`src/rtl/usb_rx_pkg.sv`:
```
// Shared types and constants for the USB full-speed receive controller.
package usb_rx_pkg;

  localparam int         PID_W         = 4;
  localparam logic [7:0] SYNC_BYTE_DEF = 8'h80;

  typedef enum logic [3:0] {
    IDLE,
    SYNC,
    CHK_SYNC,
    PID,
    RCV,
    STORE,
    EOP_WAIT,
    ERR,
    ERR_WAIT
  } rx_state_t;

endpackage

```
`src/rtl/flex_counter.sv`:
```
// Generic up-counter with synchronous clear, enable and programmable rollover.
module flex_counter #(
  parameter int NUM_CNT_BITS = 4
) (
  input  logic                    clk,
  input  logic                    n_rst,
  input  logic                    clear,
  input  logic                    count_enable,
  input  logic [NUM_CNT_BITS-1:0] rollover_val,
  output logic [NUM_CNT_BITS-1:0] count_out,
  output logic                    rollover_flag
);

  // Count up while enabled; wrap to 1 after reaching the rollover value.
  always_ff @(posedge clk or negedge n_rst) begin
    if (!n_rst)
      count_out <= '0;
    else if (clear)
      count_out <= '0;
    else if (count_enable) begin
      if (count_out == rollover_val)
        count_out <= NUM_CNT_BITS'(1);
      else
        count_out <= count_out + 1'b1;
    end
  end

  assign rollover_flag = (count_out == rollover_val);

endmodule

```
`src/rtl/usb_rx_ctrl.sv`:
```
// Receive control FSM: sync/PID qualification, per-byte FIFO strobes,
// EOP framing and sticky error reporting.
module usb_rx_ctrl
  import usb_rx_pkg::*;
#(
  parameter logic [7:0] SYNC_BYTE = SYNC_BYTE_DEF,
  parameter int         MAX_BYTES = 64
) (
  input  logic             clk,
  input  logic             rst,
  input  logic             d_edge,
  input  logic             eop,
  input  logic             shift_en,
  input  logic             bit_stuff,
  input  logic             byte_rcvd,
  input  logic [7:0]       rcv_data,
  output logic             rcving,
  output logic             w_enable,
  output logic             r_error,
  output logic [PID_W-1:0] rcv_pid,
  output logic             pkt_done
);

  // Byte count must reach MAX_BYTES + 1 to mark an overflowing packet.
  localparam int CNT_W = $clog2(MAX_BYTES + 2);

  rx_state_t        state;
  logic [2:0]       bit_cnt;
  logic [CNT_W-1:0] byte_cnt;
  logic             byte_max;
  logic             cnt_clear;
  logic             se0_sample;

  assign se0_sample = eop & shift_en;
  assign cnt_clear  = (state == IDLE) & d_edge;

  // Byte counter saturates: enable is gated once the overflow value is held.
  flex_counter #(.NUM_CNT_BITS(CNT_W)) u_byte_cnt (
    .clk          (clk),
    .n_rst        (~rst),
    .clear        (cnt_clear),
    .count_enable ((state == STORE) & ~byte_max),
    .rollover_val (CNT_W'(MAX_BYTES + 1)),
    .count_out    (byte_cnt),
    .rollover_flag(byte_max)
  );

  assign rcving   = (state != IDLE);
  assign w_enable = (state == STORE);

  // Packet sequencing FSM with its registered outputs and bit counter.
  always_ff @(posedge clk or posedge rst) begin
    if (rst) begin
      state    <= IDLE;
      r_error  <= 1'b0;
      rcv_pid  <= '0;
      pkt_done <= 1'b0;
      bit_cnt  <= '0;
    end else begin
      pkt_done <= 1'b0;

      // Byte boundary clear wins over the bit increment.
      if (byte_rcvd)
        bit_cnt <= '0;
      else if ((state == RCV) && shift_en && !bit_stuff)
        bit_cnt <= bit_cnt + 3'd1;

      case (state)
        IDLE: begin
          if (d_edge) begin
            state   <= SYNC;
            r_error <= 1'b0;
            bit_cnt <= '0;
          end
        end
        SYNC: begin
          if (se0_sample) begin
            state   <= ERR;
            r_error <= 1'b1;
          end else if (byte_rcvd)
            state <= CHK_SYNC;
        end
        CHK_SYNC: begin
          if (rcv_data == SYNC_BYTE)
            state <= PID;
          else begin
            state   <= ERR;
            r_error <= 1'b1;
          end
        end
        PID: begin
          if (se0_sample) begin
            state   <= ERR;
            r_error <= 1'b1;
          end else if (byte_rcvd) begin
            if (rcv_data[7:4] == ~rcv_data[3:0]) begin
              state   <= RCV;
              rcv_pid <= rcv_data[3:0];
            end else begin
              state   <= ERR;
              r_error <= 1'b1;
            end
          end
        end
        RCV: begin
          if (se0_sample) begin
            // SE0 is only a clean end when it lands on a byte boundary.
            if (bit_cnt == 3'd0)
              state <= EOP_WAIT;
            else begin
              state   <= ERR;
              r_error <= 1'b1;
            end
          end else if (byte_rcvd)
            state <= STORE;
        end
        STORE: begin
          // The byte that pushes the count past MAX_BYTES is still written.
          if (byte_cnt == CNT_W'(MAX_BYTES)) begin
            state   <= ERR;
            r_error <= 1'b1;
          end else
            state <= RCV;
        end
        EOP_WAIT: begin
          if (d_edge) begin
            state    <= IDLE;
            pkt_done <= 1'b1;
          end
        end
        ERR: begin
          if (eop)
            state <= ERR_WAIT;
        end
        ERR_WAIT: begin
          if (d_edge)
            state <= IDLE;
        end
        default: state <= IDLE;
      endcase
    end
  end

endmodule

```
`config.mk`:
```
export PLATFORM = sky130hd
export DESIGN_NAME = usb_rx_ctrl
export DESIGN_NICKNAME = d
export VERILOG_FILES = /design/src/rtl/usb_rx_pkg.sv /design/src/rtl/flex_counter.sv /design/src/rtl/usb_rx_ctrl.sv
export SDC_FILE = /design/constraint.sdc
export NUM_CORES = 1
export LEC_CHECK = 0
export BUFFER_PORTS_ARGS = -buffer_cell sky130_fd_sc_hd__buf_2
export CAP_MARGIN = 0
export CORE_MARGIN = 4
export CORE_UTILIZATION = 35
export DETAILED_ROUTE_END_ITERATION = 8
export SYNTH_ARGS = -nofsm -noshare
export SYNTH_HDL_FRONTEND = slang
export SYNTH_SLANG_ARGS = --single-unit
```
`constraint.sdc`:
```
create_clock -name clk -period 1.7 [get_ports clk]
set_input_delay 0.17 -clock clk [delete_from_list [all_inputs] [get_ports clk]]
set_output_delay 0.17 -clock clk [all_outputs]
set_load 0.01 [all_outputs]
```
==> results.json <==
{
  "cp_cell_sequence": "buf_4 > mux2i_1 > a32o_1 > buf_4 > o31ai_1 > o21ai_1",
  "postSynthNetCount": 162,
  "synth_top_area_share_pct": 37.77,
  "drive_gt1_share_pct": 32.97,
  "dieHeight_um": 69.53,
  "antenna_found_initial": 0,
  "intPower_uw": 1639,
  "p_seq_share_pct": 28.5,
  "p_per_area_nw_per_um2": 1624,
  "finalMaxSlewViolations": 0,
  "worstSetupPathType": "flop to flop",
  "grt_pass1_wl_mm": 5.464,
  "syn_area_per_cell_um2": 9.331,
  "vias_per_cell": 5.270,
  "htree_levels": 1,
  "switching_share_pct": 41.82,
  "muxShareOfSynthArea_pct": 5.666,
  "dieArea_um2": 4834,
  "dp_hpwl_mm": 2.478,
  "hp-start": "rcv_data[3]",
  "synth-xor-area-share_pct": 8.593,
  "drv_cap": 0,
  "num_vias": 1212,
  "globalRouteTotalUtil_pct": 13.62,
  "worst_slack_ns": -0.01393,
  "start_util_pct": 36.19,
  "tightest_slew_ns": 0.4017,
  "combPwrFrac_pct": 60.4,
  "routedWlPerCell_um": 14.37,
  "total_power_uw": 2817,
  "max_slew_margin_pct": 72.85,
  "p_leak_uw": 0.0008434,
  "path_max_fanout": 5,
  "required_ns": 1.82,
  "cts_buffers": 3,
  "fin_crit_sh_pct": 100.8,
  "top_usage_layer": "met2",
  "cp.arrival_ns": 1.84,
  "syn2layout_area_growth_pct": 30.97,
  "clkLatencyLatePin_ns": 0.25,
  "synthAdderAreaFrac_pct": 4.721,
  "coreArea_um2": 3661,
  "grt_pass1_vias": 1223,
  "switchingPower_uw": 1178,
  "syn_inst": 142,
  "hold_class": "input pin to flop",
  "clockBufferDepth": 2,
  "dr.pass1.iters": 5,
  "synth_most_common_cell": "dfrtp_1",
  "grt_max_degree": 21,
  "synth_area_leader_cell": "dfrtp_1",
  "crit_path_start_kind": "flop",
  "ir_drop_mv": 0.5862,
  "routed_wl_mm": 3.304,
  "antennaDiodeCount": 0,
  "synth_top_flop_cell": "dfrtp_1",
  "final_util_pct": 47.40,
  "finClkSkew_ns": 0.0008380,
  "gr-usage-met2_pct": 23.09,
  "synth_area_um2": 1325,
  "ys_async_sr_fraction_pct": 100.0,
  "drc_errors": 0,
  "use_met3_pct": 2.029,
  "final_area_um2": 1735,
  "synth-seq-cells": 20,
  "worstSetupEndpointType": "flop",
  "synthTopCellsByArea": "dfrtp_1 38%, xor2_1 7.3%, ha_1 4.7%, nor2_1 4.0%, mux2_1 3.4%",
  "ys_top_cells_by_count": "20 x dfrtp_1, 14 x nor2_1, 11 x xor2_1",
  "die_width_um": 69.53,
  "ys_seq_area_share_pct": 37.77,
  "rsz0062_at_grt": "yes",
  "path_clk_slew_ns": 0.07,
  "detail-route-antenna-nets": 0,
  "synth_top_family_by_area": "simple AND/OR/NAND/NOR gates",
  "tritoncts": "done",
  "synth_edf_count": 0,
  "gp_congestion": 0.8824,
  "critPathLaunch": "state[0]",
  "worstReg2RegStart": "state[0]",
  "failed_checks": "negative setup slack",
  "max_stage_delay_ns": 0.44,
  "dpl_cell_area_um2": 1592,
  "grt-ovfl-total": 0,
  "numPortBuffers": 22,
  "clkPwrFrac_pct": 11.1,
  "fin_crit_ns": 1.714,
  "drt_iter0_drc": 60,
  "report.final.hold_viol_count": 0,
  "max_freq_mhz": 583.5,
  "root_buffer": "clkbuf_8",
  "use_met1_pct": 17.63,
  "yosys_warnings": 0,
  "setup_viol": 1,
  "floorplan.rows": 22,
  "cp_slowest_cell": "dfrtp_2",
  "status": "finished with violations",
  "synth_compound_area_share_pct": 12.94,
  "cts_sinks": 20,
  "ios": 23,
  "layout.nets": 204,
  "yosysUniqueCellTypes": 47,
  "place_ws_ns": -0.002137,
  "crit_top_cell": "buf_4",
  "synth-simple-area-share_pct": 25.02
}
final cells by class:
type	count	area, um2
tap	48	60.06
multi-input combinational	105	803.3
sequential	20	503.0
clock buffer	3	41.29
inverter	11	41.29
timing repair buffer	43	286.5
fill	360	1926
power by group through the flow:
stage | clock network, uW | logic, uW | registers (uW)
after floorplan | 0 | 913 | 769
after global placement | 0 | 1400 | 792
after detailed placement | 0 | 1420 | 809
after CTS | 316 | 1470 | 798
after global routing | 344 | 1860 | 831
final | 313 | 1700 | 803
logic make-up (layout without fill, tap and decap cells):
kind of cell	after synthesis	after routing
and+or+nand+nor	58	58
AOI/OAI and AO/OA	22	22
DFF	20	20
buffers and inverters	17	57
xor gates and xnor gates	13	13
muxes	7	7
adders and majority gates	5	5
registers in the layout (all words and copies together) (netlist names):
| register | count |
|---|---|
| bit_cnt | 3 |
| pkt_done | 1 |
| r_error | 1 |
| rcv_pid | 4 |
| state | 4 |
| u_byte_cnt.count_out | 7 |
worst max-delay path: cells and delay by family (launching register included):
family	cells	cell delay [ns]
AO/OA/AOI/OAI	3	0.72
buffers and inverters	2	0.30
flip-flops	1	0.44
multiplexers	1	0.11
worst paths after layout:
kind	endpoint	slack, ns	depth (start not counted)
hold / removal	rcv_pid[3]	0.17	2
setup reg to reg	state[2]	-0.01	6
max in group asynchronous	state[0]	1.00	4
setup / recovery	state[2]	-0.01	6
min in group asynchronous	u_byte_cnt.count_out[1]	0.47	4
hold reg to reg	rcv_pid[3]	0.49	1
what timing repair did:
item                       CTS  global route
pin swaps                    1             5
gates cloned                 0             0
resized for setup            2            11
hold buffers                 1             0
setup endpoints to repair    2             8
hold endpoints to repair    20             0
buffers inserted             2             3
per-stage QoR:
step           instances  hold slack [ns]  setup TNS [ns]
6_report             230           0.1740        -0.01393
5_1_grt              230           0.1846         -0.1147
4_1_cts              227           0.1781               0
3_5_place_dp         221           0.2129       -0.002137
3_3_place_gp         221           0.2091               0
2_1_floorplan        142           0.1338               0
placed cells by master, fill, tap and decap left out, types with 2 or more instances in the layout:
cell type and count:
xor2_1 11, o21ai_0 2, nor2b_1 3, nand4_1 6
nand2_1 5, mux2_1 4, nor3_2 5, dfrtp_2 2
inv_1 10, nand3_1 4, mux2i_1 3, clkbuf_8 3
nor2_1 13, and3_1 4, o21ai_1 3, buf_2 22
dfrtp_1 18, nand4bb_1 2, ha_1 5, nor3_1 4
nor3b_1 2, buf_4 18, xnor2_1 2, a221oi_2 2
per-layer routing:
metal / vias to the layer above / routed length (um)
met3: 4 / 131
met2: 34 / 1684
met5: - / 0
met4: 0 / 35
li1: 593 / -
met1: 581 / 1452
Power figures use the tool's default switching activity.
